**config.mk**
```make
export PLATFORM = sky130hd
export DESIGN_NAME = mem_access_stage
export DESIGN_NICKNAME = d
export VERILOG_FILES = /design/src/rtl/mem_access_stage_pkg.sv /design/src/rtl/mem_access_stage_timeout_counter.sv /design/src/rtl/mem_access_stage.sv
export SDC_FILE = /design/constraint.sdc
export NUM_CORES = 1
export LEC_CHECK = 0
export ABC_AREA = 0
export BUFFER_PORTS_ARGS = -buffer_cell sky130_fd_sc_hd__buf_2
export CELL_PAD_IN_SITES_DETAIL_PLACEMENT = 1
export CELL_PAD_IN_SITES_GLOBAL_PLACEMENT = 2
export CORE_MARGIN = 4
export CORE_UTILIZATION = 28
export DETAILED_ROUTE_END_ITERATION = 6
export GPL_TIMING_DRIVEN = 0
export PLACE_DENSITY = 0.79
export SLEW_MARGIN = 10
export SYNTH_ARGS = -nofsm -noshare
export SYNTH_HDL_FRONTEND = slang
export SYNTH_SLANG_ARGS = --single-unit
```
**constraint.sdc**
```tcl
create_clock -name clk -period 2.55 [get_ports clk]
set_clock_uncertainty 0.2 [all_clocks]
set_input_delay 0.51 -clock clk [delete_from_list [all_inputs] [get_ports clk]]
set_output_delay 0.51 -clock clk [all_outputs]
set_load 0.01 [all_outputs]
```
**src/rtl/mem_access_stage_pkg.sv**
```systemverilog
// Shared widths and state encoding for the memory-access pipeline stage.
package mem_access_stage_pkg;

  localparam int DATA_WIDTH      = 32;
  localparam int REG_NUM_WIDTH   = 5;
  localparam int DMEM_ADDR_WIDTH = 10;

  typedef enum logic {
    MEM_ST_IDLE = 1'b0,
    MEM_ST_WAIT = 1'b1
  } mem_state_e;

  function automatic logic is_memop(input logic is_load, input logic is_store);
    return is_load | is_store;
  endfunction

endpackage

```
**src/rtl/mem_access_stage_timeout_counter.sv**
```systemverilog
// WAIT-cycle counter for the memory stage; o_limit_hit flags the last cycle before abort.
module mem_timeout_counter #(
  parameter int LIMIT = 255
) (
  input  logic i_clk,
  input  logic i_rst_n,
  input  logic i_clear,
  input  logic i_enable,
  output logic o_limit_hit
);

  localparam int CW = $clog2(LIMIT) + 1;

  logic [CW-1:0] r_count;
  logic          w_limit_hit;

  assign w_limit_hit = (r_count == CW'(LIMIT - 1));
  assign o_limit_hit = w_limit_hit;

  // Saturate at the limit; the owner leaves WAIT on that edge anyway.
  always_ff @(posedge i_clk or negedge i_rst_n) begin
    if (!i_rst_n) begin
      r_count <= '0;
    end else if (i_clear) begin
      r_count <= '0;
    end else if (i_enable && !w_limit_hit) begin
      r_count <= r_count + 1'b1;
    end
  end

endmodule

```
**src/rtl/mem_access_stage.sv**
```systemverilog
// EX/MEM consumer: runs the data-memory access and registers the MEM/WB payload.
// Optional abort on a stuck access is enabled by defining MEM_TIMEOUT_EN.
module mem_access_stage
  import mem_access_stage_pkg::*;
#(
  parameter int DMEM_ADDR_WIDTH = mem_access_stage_pkg::DMEM_ADDR_WIDTH,
  parameter int TIMEOUT_CYCLES  = 255
) (
  input  logic                       clk,
  input  logic                       rst,
  input  logic [DATA_WIDTH-1:0]      ALUOutIn,
  input  logic [DATA_WIDTH-1:0]      RdDataBIn,
  input  logic                       IsLoadInsnIn,
  input  logic                       IsStoreInsnIn,
  input  logic                       RfWrEnableIn,
  input  logic [REG_NUM_WIDTH-1:0]   WrNumIn,
  output logic                       StallOut,
  output logic                       DmemReq,
  output logic                       DmemWe,
  output logic [DMEM_ADDR_WIDTH-1:0] DmemAddr,
  output logic [DATA_WIDTH-1:0]      DmemWrData,
  input  logic [DATA_WIDTH-1:0]      DmemRdData,
  input  logic                       DmemAck,
  output logic [DATA_WIDTH-1:0]      WbDataOut,
  output logic [REG_NUM_WIDTH-1:0]   WrNumOut,
  output logic                       RfWrEnableOut,
  output logic                       MemErrOut,
  output logic                       o_dbg_state
);

  // Memory handshake: DmemReq rises with address/data/we and all four hold
  // steady until the cycle DmemAck is sampled high; that edge drops DmemReq.
  // DmemRdData is only meaningful in the ack cycle. Ack while idle is ignored.

  mem_state_e                 r_state;
  logic                       r_dmem_req;
  logic                       r_dmem_we;
  logic [DMEM_ADDR_WIDTH-1:0] r_dmem_addr;
  logic [DATA_WIDTH-1:0]      r_dmem_wr_data;
  logic [DATA_WIDTH-1:0]      r_wb_data;
  logic [REG_NUM_WIDTH-1:0]   r_wr_num;
  logic                       r_rf_wr_en;
  logic                       r_mem_err;

  logic w_memop;
  logic w_idle;
  logic w_wait;
  logic w_limit_hit;

  assign w_memop = is_memop(IsLoadInsnIn, IsStoreInsnIn);
  assign w_idle  = (r_state == MEM_ST_IDLE);
  assign w_wait  = (r_state == MEM_ST_WAIT);

`ifdef MEM_TIMEOUT_EN
  mem_timeout_counter #(
    .LIMIT(TIMEOUT_CYCLES)
  ) u_timeout (
    .i_clk      (clk),
    .i_rst_n    (rst),
    .i_clear    (w_idle & w_memop),
    .i_enable   (w_wait & ~DmemAck),
    .o_limit_hit(w_limit_hit)
  );
`else
  assign w_limit_hit = 1'b0;
  // Without the timeout the limit only has to be a sane value.
  if (TIMEOUT_CYCLES < 1) begin : g_bad_timeout_limit
  end
`endif

  // Gated by reset so an in-flight memop on the inputs cannot stall upstream while held in reset.
  assign StallOut = rst & ((w_idle & w_memop) | (w_wait & ~DmemAck & ~w_limit_hit));

  always_ff @(posedge clk or negedge rst) begin
    if (!rst) begin
      r_state        <= MEM_ST_IDLE;
      r_dmem_req     <= 1'b0;
      r_dmem_we      <= 1'b0;
      r_dmem_addr    <= '0;
      r_dmem_wr_data <= '0;
      r_wb_data      <= '0;
      r_wr_num       <= '0;
      r_rf_wr_en     <= 1'b0;
      r_mem_err      <= 1'b0;
    end else begin
      r_mem_err <= 1'b0;
      case (r_state)
        MEM_ST_IDLE: begin
          if (w_memop) begin
            r_state        <= MEM_ST_WAIT;
            r_dmem_req     <= 1'b1;
            r_dmem_we      <= IsStoreInsnIn & ~IsLoadInsnIn;
            r_dmem_addr    <= ALUOutIn[DMEM_ADDR_WIDTH+1:2];
            r_dmem_wr_data <= RdDataBIn;
            r_rf_wr_en     <= 1'b0;
          end else begin
            r_wb_data  <= ALUOutIn;
            r_wr_num   <= WrNumIn;
            r_rf_wr_en <= RfWrEnableIn;
          end
        end
        MEM_ST_WAIT: begin
          if (DmemAck) begin
            r_state    <= MEM_ST_IDLE;
            r_dmem_req <= 1'b0;
            r_wb_data  <= r_dmem_we ? ALUOutIn : DmemRdData;
            r_wr_num   <= WrNumIn;
            r_rf_wr_en <= RfWrEnableIn;
          end else if (w_limit_hit) begin
            r_state    <= MEM_ST_IDLE;
            r_dmem_req <= 1'b0;
            r_wb_data  <= '0;
            r_rf_wr_en <= 1'b0;
            r_mem_err  <= 1'b1;
          end else begin
            r_rf_wr_en <= 1'b0;
          end
        end
        default: r_state <= MEM_ST_IDLE;
      endcase
    end
  end

  assign DmemReq       = r_dmem_req;
  assign DmemWe        = r_dmem_we;
  assign DmemAddr      = r_dmem_addr;
  assign DmemWrData    = r_dmem_wr_data;
  assign WbDataOut     = r_wb_data;
  assign WrNumOut      = r_wr_num;
  assign RfWrEnableOut = r_rf_wr_en;
  assign MemErrOut     = r_mem_err;
  assign o_dbg_state   = r_state;

endmodule

```
# Word level (Yosys, flattened, before mapping)
# Index checks and enable logic that the tools add are counted.
# Widths: inputs -> output; s select.
dict set report op_classes {
  eq_ne 3
  muxes 16
  n_bitwise 9
  n_reduce_logical 3
}
# op count
set ops {}
lappend ops {{$mux 32} 3}
lappend ops {{$pmux 32 s2} 1}
lappend ops {{$mux 5} 2}
lappend ops {{$pmux 5 s2} 1}
lappend ops {{$mux 1} 6}
lappend ops {{$ne 2x2->1 const B} 3}
lappend ops {{$pmux 1 s2} 3}
lappend ops {{$reduce_and 2->1} 3}
lappend ops {{$and 1x1->1} 4}
lappend ops {{$not 1->1} 3}
lappend ops {{$or 1x1->1} 2}
dict set report word_totals {
  register_bits 83
}

# Depth between registers and ports, before layout
dict set report depth {
  ltp_word 4
  ltp_mapped 6
  depth_no_buf 4
}

# Worst setup path before layout
# No wires, ideal clock.
dict set report synth_path {
  kind {input-to-output}
  startpoint {in IsStoreInsnIn}
  endpoint {out StallOut}
  arrival_ns 1.410
  t_required_ns 1.840
  path_slack_ns 0.430
  stages 5
  n_path_buf 2
  cell_sequence {o31ai_1 buf_4 buf_4 inv_1 and2_1}
}
dict set report synth_via {
  elab_chain_len 4
}
# element line
set synth_lines {}
lappend synth_lines {{start, declared} mem_access_stage.sv:14} ;# input logic IsStoreInsnIn,
lappend synth_lines {{$or 1x1->1} mem_access_stage_pkg.sv:14} ;# return is_load | is_store;
lappend synth_lines {{$and 1x1->1} mem_access_stage.sv:72} ;# assign StallOut = rst & ((w_idle & w_memop) | (w_wait & ~DmemAck & ~w_limit_hit));
lappend synth_lines {{$or 1x1->1} mem_access_stage.sv:72}
lappend synth_lines {{$and 1x1->1} mem_access_stage.sv:72}
lappend synth_lines {{end, declared} mem_access_stage.sv:17} ;# output logic StallOut,
# Every way passes these cells.

# Final worst setup path
dict set report layout_path {
  startpoint {reg r_state, in the netlist o_dbg_state}
  endpoint {out StallOut}
}
dict set report layout_via {
  elab_chain_len 4
  word_cells_on_any_way 5
  cone_classes {5 x bitwise}
}
# element line
set layout_lines {}
lappend layout_lines {{start, declared} mem_access_stage.sv:35} ;# mem_state_e r_state;
lappend layout_lines {{start signal, assigned} mem_access_stage.sv:76} ;# r_state <= MEM_ST_IDLE;
lappend layout_lines {{start signal, assigned} mem_access_stage.sv:90} ;# r_state <= MEM_ST_WAIT;
lappend layout_lines {{start signal, assigned} mem_access_stage.sv:104} ;# r_state <= MEM_ST_IDLE;
lappend layout_lines {{$not 1->1 (no source line)} -}
lappend layout_lines {{$and 1x1->1} mem_access_stage.sv:72}
lappend layout_lines {{$or 1x1->1 *} mem_access_stage.sv:72}
lappend layout_lines {{$and 1x1->1 *} mem_access_stage.sv:72}
# Mark *: on every way between the ends. The rest lies on a longest branch, timed or not.

==> results.txt <==
Status - complete, but fails checks
Failing checks - negative hold slack
Max-cap violations - 0
Setup Viol. Count Final - 0
Relative slew slack - 0.5160
Leak - 2.466 nW
Drt drc - 0
Logic pwr share - 0.267
Commonest cells after routing, fill and taps aside - 196 x buf_2, 82 x dfrtp_1, 81 x mux2_2
Crit-path most repeated cell - buf_4
CP cell instances - o31ai_4, buf_4, buf_4, inv_1, and2_1, buf_2
Clock transition at path regs - 70 ps
Wl on met1 - 3.870 mm
Worst Max-Slew Pin Slew - 721.1 ps
Xor/xnor share of the synthesized area - 0
Commonest non-fill, non-tap cell in the layout - buf_2
Sequential Power Share - 0.396
Total number of vias - 2562
Remaining antenna violation count - 0
CP endpoint kind - output port
Internal power - 3.257 mW
Number of placed I/O pins - 192
TritonCTS buffer count - 9
Final #Nets - 531
DP Wirelength - 7.487 mm
Crit path DAT - 1750 ps
Final hold vios - 1
Final Cycle Share - 0.9648
Worst-path fanout max - 10
Fmax - 406.5 MHz
GR Util All Layers - 0.1373
Syn-to-layout area delta - 45.55%
Critical Path Source Type - flop
CTS root buf - clkbuf_16
Clock Power Share - 0.337
Port Buffers - 190
Simple-gate portion of the synthesized area - 0.006461
Crit path max-delay cell type - dfrtp_2
H-tree depth - 3
Dominant cells by area after synthesis - dfrtp_1 60%, mux2_2 26%, mux2_1 9.7%
Crit path kind - flop to output port
Synth Net Count - 327
Uppermost layer routed - met4
FILL cells - 1349
Post-Syn Area - 3486 sq um
GRT overflow - 0
Routed met3 length - 777 microns
Pin count of the biggest net entering global routing - 46
Synth Register Bits - 83
Yosys cell types - 15
Leading area contributor after synthesis - dfrtp_1
Met2 WL post-DR - 4.775 mm
Final wirelength - 9.651 mm
Worst path max stage delay - 450 ps
Crit path buffers/inverters - 4
Core Area - 12110 sq um
Die ar. - 14300 sq um
Compound-Gate Fraction of Synth Area - 0.008615
Net Sw Frac - 0.2775
VDD IR max - 435.8 uV
Layout cells sized above 1 - 0.7133
Net Sw Power - 1.251 mW
# diodes - 0
Power Dens Cells - 888.6 nW/um^2
Req. time, crit path - 1840 ps
Routed length per instance - 16.17 microns
Largest family of logic cells by synthesized area - multiplexers
Global-route wire length before repair - 15.35 mm
Initial antenna violation count - 0
Gate Count Post-Synth - 220
Final hold slack - -1.337 ps
Post-synthesis sequential area ratio - 0.5958
CTS tree - done
Post-Synthesis Mean Instance Area - 15.84 sq um
Final Max Slew Viols - 0
CP top delay family - buffers and inverters
Sink Count - 83
Top cell type's share of synthesized area - 0.5958
Drt first pass iters - 3
Setup tns final - 0 ps
Die width - 119.6 microns
Vias in the first global route - 2917
Skew-Pair Late Insertion Delay - 330 ps
Clock Path Buffers - 2
Vias per Instance - 4.291
Yosys warnings - 0
Initial Util - 0.2878
Die height - 119.6 microns
Row cnt - 40
Iteration-0 DRC Markers - 61
Hold Crit Class - input pin to asynchronous set/reset pin
Post-synthesis mux area share - 0.3586
GPL Wtd Cong - 0.7178
Synth Area in Adders - 0
Tmin final - 2460 ps
[sequential cells by signal (all words and copies together), names as in the netlist]
register	cells
DmemWrData	32
WbDataOut	32
DmemAddr	10
WrNumOut	5
DmemReq	1
DmemWe	1
RfWrEnableOut	1
o_dbg_state	1
[final timing paths]
path / start / to / slack (ps) / cells after the start
setup / recovery: o_dbg_state / StallOut / 90 / 6
hold / removal: rst / DmemAddr[4] / -1 / 2
setup reg to reg: o_dbg_state / DmemAddr[5] / 580 / 4
hold reg to reg: WbDataOut[24] / WbDataOut[24] / 300 / 1
max in group asynchronous: rst / DmemWrData[11] / 1910 / 2
min in group clk: RfWrEnableIn / RfWrEnableOut / 200 / 2
[timing repair]
item / CTS / global route
gates resized for setup: 1 / 3
hold endpoints to repair: 38 / 0
cloned: 0 / 0
setup endpoints to repair: 1 / 1
hold buffers: 1 / 0
buffers inserted: 1 / 0
[cells in the mapped netlist, drive strengths merged]
cell type	number
mux2	111
a21boi	1
nand2b	1
and2	2
a21oi	2
inv	3
buf	13
nand2	1
dfrtp	83
o21ai	1
o31ai	1
conb	1
[cell families after synthesis]
group,count (synthesis)
AND/OR/NAND/NOR,4
other,1
multiplexers,111
AO/OA/AOI/OAI,5
buffers and inverters,16
flip-flops,83
[power groups by stage]
stage	Clock, mW	Combinational [mW]	Sequential [mW]
2_1_floorplan	0	0.487	1.96
3_3_place_gp	0	1.19	1.79
3_5_place_dp	0	1.23	1.81
4_1_cts	1.56	1.24	1.79
5_1_grt	1.62	1.31	1.83
6_report	1.52	1.20	1.79
[layout make-up]
cell class / instances / area [sq um] / area share
flip-flops and latches: 83 / 2078 / 0.4096
inverters: 3 / 11.26 / 0.002219
clock buffers: 10 / 239.0 / 0.04710
clock inverters: 6 / 112.6 / 0.02219
plain buffers: 13 / 91.34 / 0.01800
multi-input cells: 121 / 1323 / 0.2607
well taps: 168 / 210.2 / 0.04143
repair buffers: 193 / 1008 / 0.1988
[per-layer routing]
metal	global-route usage	vias to the layer above
li1	-	1184
met1	0.1589	1251
met2	0.2288	111
met3	0.04760	16
met4	0.06299	0
met5	0	-
[per-stage QoR]
step	utilization	std cells	worst slack [ps]	total power, mW	cell area (sq um)
after floorplan	-	220	430.3	2.448	3486
after global placement	0.3837	578	-580.2	2.982	4647
after detailed placement	0.3862	579	-36.74	3.036	4677
after CTS	0.4179	597	12.73	4.590	5061
after global routing	0.4189	597	-1.310	4.763	5074
final	0.4189	597	89.83	4.508	5074
Power figures use the tool's default switching activity.
